`src/rtl/pipeline_stage_reg.sv`:
```
// ---------------------------------------------------------------------------
// pipeline_stage_reg
//
// Parametrised register slice placed between two CPU pipeline stages.
// It moves a DATA_W-bit payload with a valid/ready handshake. A one-entry
// skid register absorbs the payload that is already in flight when the
// downstream stage stops accepting. The existing hazard-enable (stall) and
// flush (clear) controls are kept, and a saturating counter records how
// many cycles the stage was stalled.
//
// Ports:
//   clk         clock, all state updates on the rising edge
//   rst_n       synchronous active-low reset
//   in_valid    upstream payload valid
//   in_ready    stage can accept a payload this cycle
//   in_data     upstream payload
//   sig_clr     flush request, discards every held payload at the next edge
//   haz_enable  0 freezes the stage (stall)
//   out_valid   payload presented downstream
//   out_ready   downstream accepts
//   out_data    payload held in the main register
//   stall_cnt   saturating count of stalled cycles, cleared only by reset
// ---------------------------------------------------------------------------
module pipeline_stage_reg #(
  parameter int                DATA_W  = 64,
  parameter logic [DATA_W-1:0] CLR_VAL = {DATA_W{1'b0}},
  parameter int                CNT_W   = 16
) (
  input  logic              clk,
  input  logic              rst_n,
  input  logic              in_valid,
  output logic              in_ready,
  input  logic [DATA_W-1:0] in_data,
  input  logic              sig_clr,
  input  logic              haz_enable,
  output logic              out_valid,
  input  logic              out_ready,
  output logic [DATA_W-1:0] out_data,
  output logic [CNT_W-1:0]  stall_cnt
);

  // Storage. The pair {main_valid, skid_valid} encodes the occupancy:
  // 00 = EMPTY, 10 = FULL, 11 = SKID. 01 cannot occur.
  logic [DATA_W-1:0] main_data;
  logic              main_valid;
  logic [DATA_W-1:0] skid_data;
  logic              skid_valid;

  logic              acc;
  logic              fire;
  logic [CNT_W-1:0]  stall_cnt_nxt;

  // Handshake outputs. Clear and stall mask them combinationally so the
  // neighbouring stages see the effect in the same cycle.
  assign in_ready  = rst_n & haz_enable & ~sig_clr & ~skid_valid;
  assign out_valid = main_valid & haz_enable & ~sig_clr;
  assign out_data  = main_data;

  assign acc  = in_valid & in_ready;
  assign fire = out_valid & out_ready;

  // Saturating increment of the stall counter.
  always_comb begin
    stall_cnt_nxt = stall_cnt;
    if (stall_cnt != {CNT_W{1'b1}}) begin
      stall_cnt_nxt = stall_cnt + {{(CNT_W-1){1'b0}}, 1'b1};
    end else begin
      stall_cnt_nxt = stall_cnt;
    end
  end

  // Payload registers and stall counter. Priority: reset, clear, stall, normal.
  always_ff @(posedge clk) begin
    if (!rst_n) begin
      main_data  <= CLR_VAL;
      main_valid <= 1'b0;
      skid_data  <= CLR_VAL;
      skid_valid <= 1'b0;
      stall_cnt  <= {CNT_W{1'b0}};
    end else begin
      // A stalled cycle is counted even when a clear wins the same cycle.
      if (!haz_enable) begin
        stall_cnt <= stall_cnt_nxt;
      end

      if (sig_clr) begin
        main_data  <= CLR_VAL;
        main_valid <= 1'b0;
        skid_data  <= CLR_VAL;
        skid_valid <= 1'b0;
      end else if (!haz_enable) begin
        // Stalled: every payload register holds.
        main_valid <= main_valid;
      end else begin
        case ({main_valid, skid_valid})
          2'b00: begin
            if (acc) begin
              main_data  <= in_data;
              main_valid <= 1'b1;
            end
          end
          2'b10: begin
            if (fire && acc) begin
              main_data <= in_data;
            end else if (fire) begin
              // main_data keeps its stale value; only the valid drops.
              main_valid <= 1'b0;
            end else if (acc) begin
              // Downstream stalled while a payload was in flight: park it.
              skid_data  <= in_data;
              skid_valid <= 1'b1;
            end
          end
          2'b11: begin
            if (fire) begin
              main_data  <= skid_data;
              skid_valid <= 1'b0;
            end
          end
          default: begin
            // Skid without main is unreachable; recover to EMPTY.
            main_valid <= 1'b0;
            skid_valid <= 1'b0;
          end
        endcase
      end
    end
  end

endmodule

```
`config.mk`:
```
export PLATFORM = sky130hd
export DESIGN_NAME = pipeline_stage_reg
export DESIGN_NICKNAME = d
export VERILOG_FILES = /design/src/rtl/pipeline_stage_reg.sv
export SDC_FILE = /design/constraint.sdc
export NUM_CORES = 1
export LEC_CHECK = 0
export CORE_MARGIN = 4
export CORE_UTILIZATION = 30
export CTS_CLUSTER_SIZE = 25
export DETAILED_ROUTE_END_ITERATION = 8
export GPL_TIMING_DRIVEN = 1
export PLACE_DENSITY = 0.49
export SLEW_MARGIN = 5
export SYNTH_ARGS = -nofsm -noshare
export SYNTH_HDL_FRONTEND = slang
export SYNTH_SLANG_ARGS = --single-unit
```
`constraint.sdc`:
```
create_clock -name clk -period 3.4 [get_ports clk]
set_input_delay 1.02 -clock clk [delete_from_list [all_inputs] [get_ports clk]]
set_output_delay 1.02 -clock clk [all_outputs]
set_load 0.02 [all_outputs]
```
==> results, run 1 <==
- The die outline area is 22260 um2.
- In this run the critical register-to-register path is launched from stall_cnt[0].
- The initial antenna violation count is 0.
- The remaining antenna violation count is 0.
- The count of flip-flops with a built-in enable after synthesis is 0.
- Among all stages on the critical path, the largest delay is contributed by clkdlybuf4s50_1.
- From left edge to right edge, the die measures about 150 um.
- The kind of cell adding the most delay to the critical path is buffers and inverters.
- The final HPWL from detailed placement is 10330 um.
- After synthesis, the mean cell area works out to 9.821 um2.
- Setup total negative slack on the finished layout was measured at 0 ns.
- The share of the clock period used by the worst path after layout is 91.60%.
- The number of maximum-capacitance constraint violations is 0.
- The analysis attributes to cell leakage a power of 0.003712 uW.
- The first-pass detailed-route iteration total is 4.
- The fill cell total of the finished layout is 1899.
- Wires add up to 15490 um.
- Counting flops with an async set or reset pin after synthesis yields a share of 0%.
- The biggest area consumer among synthesized cells is dfxtp_1.
- In the final routed layout, each cell accounts on average for 15.15 um.
- 0 antenna diodes ended up in the layout.
- The maximum fanout along the worst path is 3.
- For this run, the slowest stage of the critical path takes 0.45 ns.
- In this run the biggest area consumer among cell types represents 48.87% of the synthesized area.
- The buffer and inverter count on the worst path is 2.
- The worst setup path is captured at an output port.
- CTS built an H-tree with a depth of 4.
- Detailed routing inserted a total of 4888 vias.
- The number of placed I/O pins is between 150 and 200.
- Clock-pin slew was measured on the worst setup and hold paths at about 0.06 ns.
- The first global-routing pass estimated 24930 um of wire.
- The final worst clock skew is between 0.006 and 0.007 ns.
- The worst setup path is launched from a primary input.
- In this run the clock root is driven by a clkbuf_16.
- The largest net degree at the start of global routing is 69.
- In this run, the number of DRC markers left after iteration 0 of detailed routing was 228.
- The total setup violations reported at the end of the flow is 0.
- The top flip-flop cell by instance count after synthesis is dfxtp_1.
- The total area inside the core boundary comes to 19530 um2.
- The worst hold path terminates at stall_cnt[7].
- The endpoint required time on the critical path is roughly 2.4 ns.
- The most common cell in the synthesized netlist is dfxtp_1.
- The number of warnings reported in the yosys synthesis log is 0.
- The number of buffers inserted during clock tree synthesis is 17.
- The sequential share of the synthesized area is 48.87%.
- Sorting the synthesized cells by area gives the leading types as dfxtp_1 49%, mux2i_1 22%, nor2_1 8.2%.
- The synthesized instance count is 609.
- TritonCTS built the clock tree.
- The cell total after placement is slightly below 1000.
- The post-CTS repair timing setup buffer count is 0.
- In the synthesized netlist, the cells that appear most often are 146 x dfxtp_1, 133 x mux2i_1, 130 x nor2_1, 64 x a211oi_1, 24 x clkbuf_1.
- The worst min-delay path category is reg2reg.
- Counting instances, the worst hold path has a depth of 2.
- Based on the critical path, the design can be clocked at up to between 300 and 400 MHz.
- The final weighted congestion in routability-driven placement is 0.7259.
- The register-to-register setup slack is 1.37 ns.
- Power spread over the standard cell area amounts to 468.5 nW/um2.
- The total grt overflow is 0.
- The critical path class is in2out.
- The area taken by multi-input logic gates is 2869 um2.
- The destination of the worst register-to-register timing path is stall_cnt[10].
- The number of distinct library cells after synthesis is 37.
- The layout overhead on the synthesized area is 40.73%.
- The slew at the pin closest to its max-slew limit is 0.7321 ns.
- The synthesized netlist occupies a cell area of 5981 um2.
- The aggregate global-route resource usage is between 10% and 20%.
- The number of remaining DRC errors is 0.
- The number of placement rows is 51.
- The ratio of cells with drive above 1 in the final layout is 6.473%.
- The count of nets after finishing is 816.
- The overall die height is 149.2 um.
- The area of all sequential standard cells is 2923 um2.
- The number of endpoints with negative hold slack in the final report is 0.
- The mean number of vias per cell is 4.783.
- The minimum clock period is 3.115 ns.
- The number of cells on the worst reg-to-reg path is 5.
- The number of synthesized register bits is around 150.
- The number of max-slew violations in the final report is 0.
- Walking the worst path, the cells encountered are clkdlybuf4s50_1 > nand2b_4 > nor3_1 > dlygate4sd2_1.
- The number of nets in the synthesized netlist is 680.
- STA puts the critical path data arrival time at 2.09 ns.
- At the later pin of the worst-skew pair, clock insertion delay measures 0.42 ns.
- Overall power consumption after layout is estimated at approximately 3900 uW.
- No sink is reached through more buffers than the 2 on the longest clock path.
- The number of global-route vias before repair was ~4800.
- The startpoint identified for the worst hold timing path is stall_cnt[7].
- The maximum vdd ir drop is 0.0003239 V.
- The run finished with clean final reports.
- The initial utilization of the core area, before any placement, comes to 30.63%.
- In this run the tool buffered the top-level ports with 151 buffer cells.
- Setup repair after global routing left no endpoint under its margin.
- The number of sinks driven by the clock tree is 146.
- The headroom to the max-slew limit is between 50% and 60%.
- The final non-filler cell total is 1022.
==> cell usage in the layout, fill, tap and decap left out, types with 3 or more instances in the layout <==
master	synthesis	layout
dfxtp_1	146	146
nor3_1	3	3
or3_1	4	4
inv_1	4	4
or4_1	4	4
nand3_1	4	4
nand4_1	6	6
nor4_1	3	3
a211oi_1	64	64
o31ai_1	5	5
nor2_1	130	130
clkinv_4	0	3
clkbuf_16	0	17
bufinv_16	0	4
mux2i_1	133	133
o21ai_0	4	4
buf_12	0	4
nand2b_1	9	8
clkdlybuf4s50_1	0	149
nand2_1	15	14
a21oi_1	7	7
buf_4	1	10
==> logic make-up (layout without fill, tap and decap cells) <==
logic type / count (synthesis) / count (layout) / share of synthesized area (%)
and+or+nand+nor: 188 / 188 / 14.10
buffers and inverters: 52 / 200 / 3.703
AOI/OAI and AO/OA: 89 / 89 / 10.86
DFF: 146 / 146 / 48.87
adders and majority gates: 1 / 1 / 0.2092
muxes: 133 / 133 / 22.26
==> how the worst max path moves through the flow <==
stage                    start        end  slack (ns)  depth (start not counted)
floorplan                rst_n   in_ready        0.04                          6
global placement    haz_enable  out_valid       0.004                          4
detailed placement     sig_clr   in_ready      -0.007                          4
CTS                    sig_clr   in_ready        0.28                          4
global route        haz_enable  out_valid        0.22                          4
finish                 sig_clr   in_ready        0.29                          4
==> layout make-up <==
type                            instances  area share (%)
Sequential cell                       146           34.73
Multi-Input combinational cell        411           34.09
Inverter                                4          0.1784
Tap cell                              265           3.939
Timing Repair Buffer                  165           19.77
Clock buffer                           19           5.143
Clock inverter                         12           2.155
==> layer usage <==
layer,global-route usage [%],vias up,part of all wire (%)
li1,-,2460,-
met1,17.82,2310,46
met2,23.04,106,48
met3,4.102,12,4.8
met4,4.943,0,1.3
met5,0,-,0
==> per-stage QoR <==
| stage | setup slack [ns] | utilization (%) | hold slack, ns | instance area (um2) |
|---|---|---|---|---|
| after detailed placement | -0.007390 | 39.97 | 0.4800 | 7805 |
| after floorplan | 0.03969 | - | 0.4627 | 5981 |
| final | 0.2855 | 43.11 | 0.4838 | 8417 |
| after global routing | 0.2151 | 43.11 | 0.5189 | 8417 |
| after global placement | 0.003933 | 39.97 | 0.4714 | 7805 |
| after CTS | 0.2770 | 43.11 | 0.4898 | 8417 |
==> registers in the layout (all words and copies together), names as in the netlist <==
register    flops
main_valid      1
skid_data      64
skid_valid      1
stall_cnt      16
out_data       64
==> power by group <==
part           switching, uW  leakage (uW)  internal (uW)
logic                    122       0.00224            132
registers               10.8       0.00118           1720
clock network            724      0.000298           1230
==> worst register-to-register path: stages (launching register included) <==
cell	delay [ns]
dfxtp_1	0.44
ha_1	0.24
nand3_1	0.20
or3_1	0.50
or4_1	0.43
a21oi_1	0.16
==> repair_timing <==
action / in CTS / in global routing
endpoints found under the hold margin: 0 / 0
hold buffers: 0 / 0
gates resized for setup: 2 / 0
endpoints found under the setup margin: 2 / 0
(Power assumes the default switching activity.)
==> inputs of run 2 (changes only) <==
Settings changed: CTS_BUF_LIST from default to sky130_fd_sc_hd__clkbuf_16.
==> results, run 2 (synthesis gave the netlist of run 1 again) <==
- Global routing finished with a remaining overflow of 0.
- The share of the clock period used by the worst path after layout is 91.60%.
- The minimum clock period is 3.115 ns.
- The peak clock frequency supported by timing is 321.1 MHz.
- The tree is rooted in a clkbuf_16.
- The final worst clock skew is 0.006950 ns.
- The initial antenna violation count came to 0.
- The flow ran to the end, and the final reports show no timing, DRC or antenna violations.
- The min-delay analysis places its worst path in the category reg2reg.
- The count of nets after finishing is 816.
- The die is 149.2 um wide.
- The endpoint required time on the critical path is 2.38 ns.
- The fill cell total of the finished layout is 1899.
- Port buffering added 151 buffers.
- The delay of the slowest cell on the worst path is 0.45 ns.
- In this run the worst path has a maximum fanout of 3.
- Compared with the post-synthesis result, the final layout area differs by 40.73%.
- The headroom to the max-slew limit is 51.19%.
- Setup repair after global routing left no endpoint under its margin.
- The maximum vdd ir drop is about 0.00032 V.
- At the end of the flow the core is filled with cells to 43.11%.
- For this design, the sink count on the clock tree is 146.
- The total power after layout is between 3000 and 4000 uW.
- The detailed router placed slightly below 5000 vias in this run.
- Detailed placement finished with a half-perimeter wire length of 10330 um.
- For the worst flop-to-flop path, the logic depth is 5.
- Among cell families on the critical path, the largest total delay comes from buffers and inverters.
- The power per unit of standard cell area is between 400 and 500 nW/um2.
- The critical path class is in2out.
- The clock tree from TritonCTS is built.
- In this run, CTS created clock tree buffers numbering 17.
- The die outline area is around 22000 um2.
- Once layout is complete, the cells apart from fillers number 1022.
- The mean number of vias per cell is 4.782.
- Global routing consumed, over all layers together, 14.11% of the routing resources.
- Setup violations remaining at the end of the flow were counted as 0.
- The count of inserted antenna diode cells is 0.
- Summed over all failing endpoints, the final setup total negative slack is 0 ns.
- The post-CTS repair timing setup buffer count is 0.
- The slowest stage of the critical path belongs to the cell clkdlybuf4s50_1.
- The capturing element type of the critical path is an output port.
- The number of maximum-capacitance constraint violations is 0.
- The first global-routing pass estimated between 20000 and 25000 um of wire.
- The clock reaches the later pin of the worst-skew pair after 0.42 ns.
- The number of remaining DRC errors is 0.
- Counting buffers and inverters, the worst setup path is 4 cells deep.
- The library cell used most frequently in the layout, excluding fill and tap cells, is clkdlybuf4s50_1.
- The longest clock path from root to sink contains 2 buffers.
- The remaining antenna violation count is 0.
- The overall die height is 149.2 um.
- The number of placement rows is 51.
- The number of buffers and inverters on the critical path is 2.
- In the final routed layout, each cell accounts on average for 15.15 um.
- The number of max-slew violations in the final report is 0.
- For this design the static power due to leakage is about 0.0037 uW.
- The final weighted congestion in routability-driven placement is around 0.73.
- The ratio of cells with drive above 1 in the final layout is 6.473%.
- The slew at the pin closest to its max-slew limit is between 0.7 and 0.8 ns.
- The largest net degree at the start of global routing is 69.
- The worst hold path passes through 2 cells.
- The post-route worst hold slack is 0.4838 ns.
- The effective utilization at floorplan is 30.63%.
- The number of global-route vias before repair is slightly below 5000.
- The signal arrival time at the worst endpoint is 2.09 ns.
- STA classifies the critical path startpoint as a primary input.
- The routed design has ~15000 um of wire.
- The cell total after placement is 991.
- Pin placement for this block handled 152 I/O pins.
- The clock tree synthesis step divided the H-tree into 4 levels.
- The first routing iteration left 228 violations.
- The post-CTS clock slew at the launch and capture registers of the worst setup and hold paths is 0.06 ns.
- In the layout the commonest cells are 149 x clkdlybuf4s50_1, 146 x dfxtp_1, 133 x mux2i_1.
- The number of endpoints with negative hold slack in the final report is 0.
- The core footprint is 19530 um2.
- Walking the worst path, the cells encountered are clkdlybuf4s50_1 > nand2b_4 > nor3_1 > dlygate4sd2_1.
- The first detailed-routing pass ran for 4 iterations.
run 2: changes by cell type in the layout (fill, tap and decap cells not counted), sizes merged:
cell	previous run	this run
inv	6	8
clkbuf	19	17
run 2: what timing repair did:
| action | 4_1_cts | 5_1_grt |
|---|---|---|
| resized for setup | 2 | 0 |
| endpoints found under the setup margin | 2 | 0 |
| hold buffers | 0 | 0 |
run 2: cell type report:
type	count	area (um2)	share of cell area, %
inverter	4	15.01	0.1784
timing repair buffer	165	1664	19.77
tap	265	331.6	3.939
clock inverter	14	188.9	2.245
clock buffer	17	425.4	5.054
multi-input combinational	411	2869	34.09
sequential	146	2923	34.73
run 2: path summary, 6_finish.rpt:
kind	startpoint	to	slack, ns
max	sig_clr	in_ready	0.29
min	stall_cnt[7]	stall_cnt[7]	0.48
min reg2reg	stall_cnt[7]	stall_cnt[7]	0.48
max reg2reg	stall_cnt[0]	stall_cnt[10]	1.37
run 2: metal layers:
layer	part of all wire, %	track usage, %	vias to the layer above	wire length [um]
li1	-	-	2460	-
met1	46	17.82	2309	7141
met2	48	23.04	106	7391
met3	4.8	4.102	12	747
met4	1.3	4.943	0	206
met5	0	0	-	0
run 2: tightest hold or removal path: stages (launching register included):
cell and delay [ns]:
dfxtp_1 0.33, nand2_1 0.06, mux2i_1 0.05
run 2: through the flow:
| stage | worst slack [ns] | area, um2 |
|---|---|---|
| finish | 0.2855 | 8417 |
| global route | 0.2151 | 8417 |
| CTS | 0.2770 | 8417 |
| detailed placement | -0.007390 | 7805 |
| global placement | 0.003933 | 7805 |
| floorplan | 0.03969 | 5981 |
run 2: power breakdown:
group          leakage [uW]  switching [uW]  internal (uW)  total, uW
clock              0.000306             724           1220       1950
combinational       0.00224             122            132        254
sequential          0.00118            10.8           1720       1740
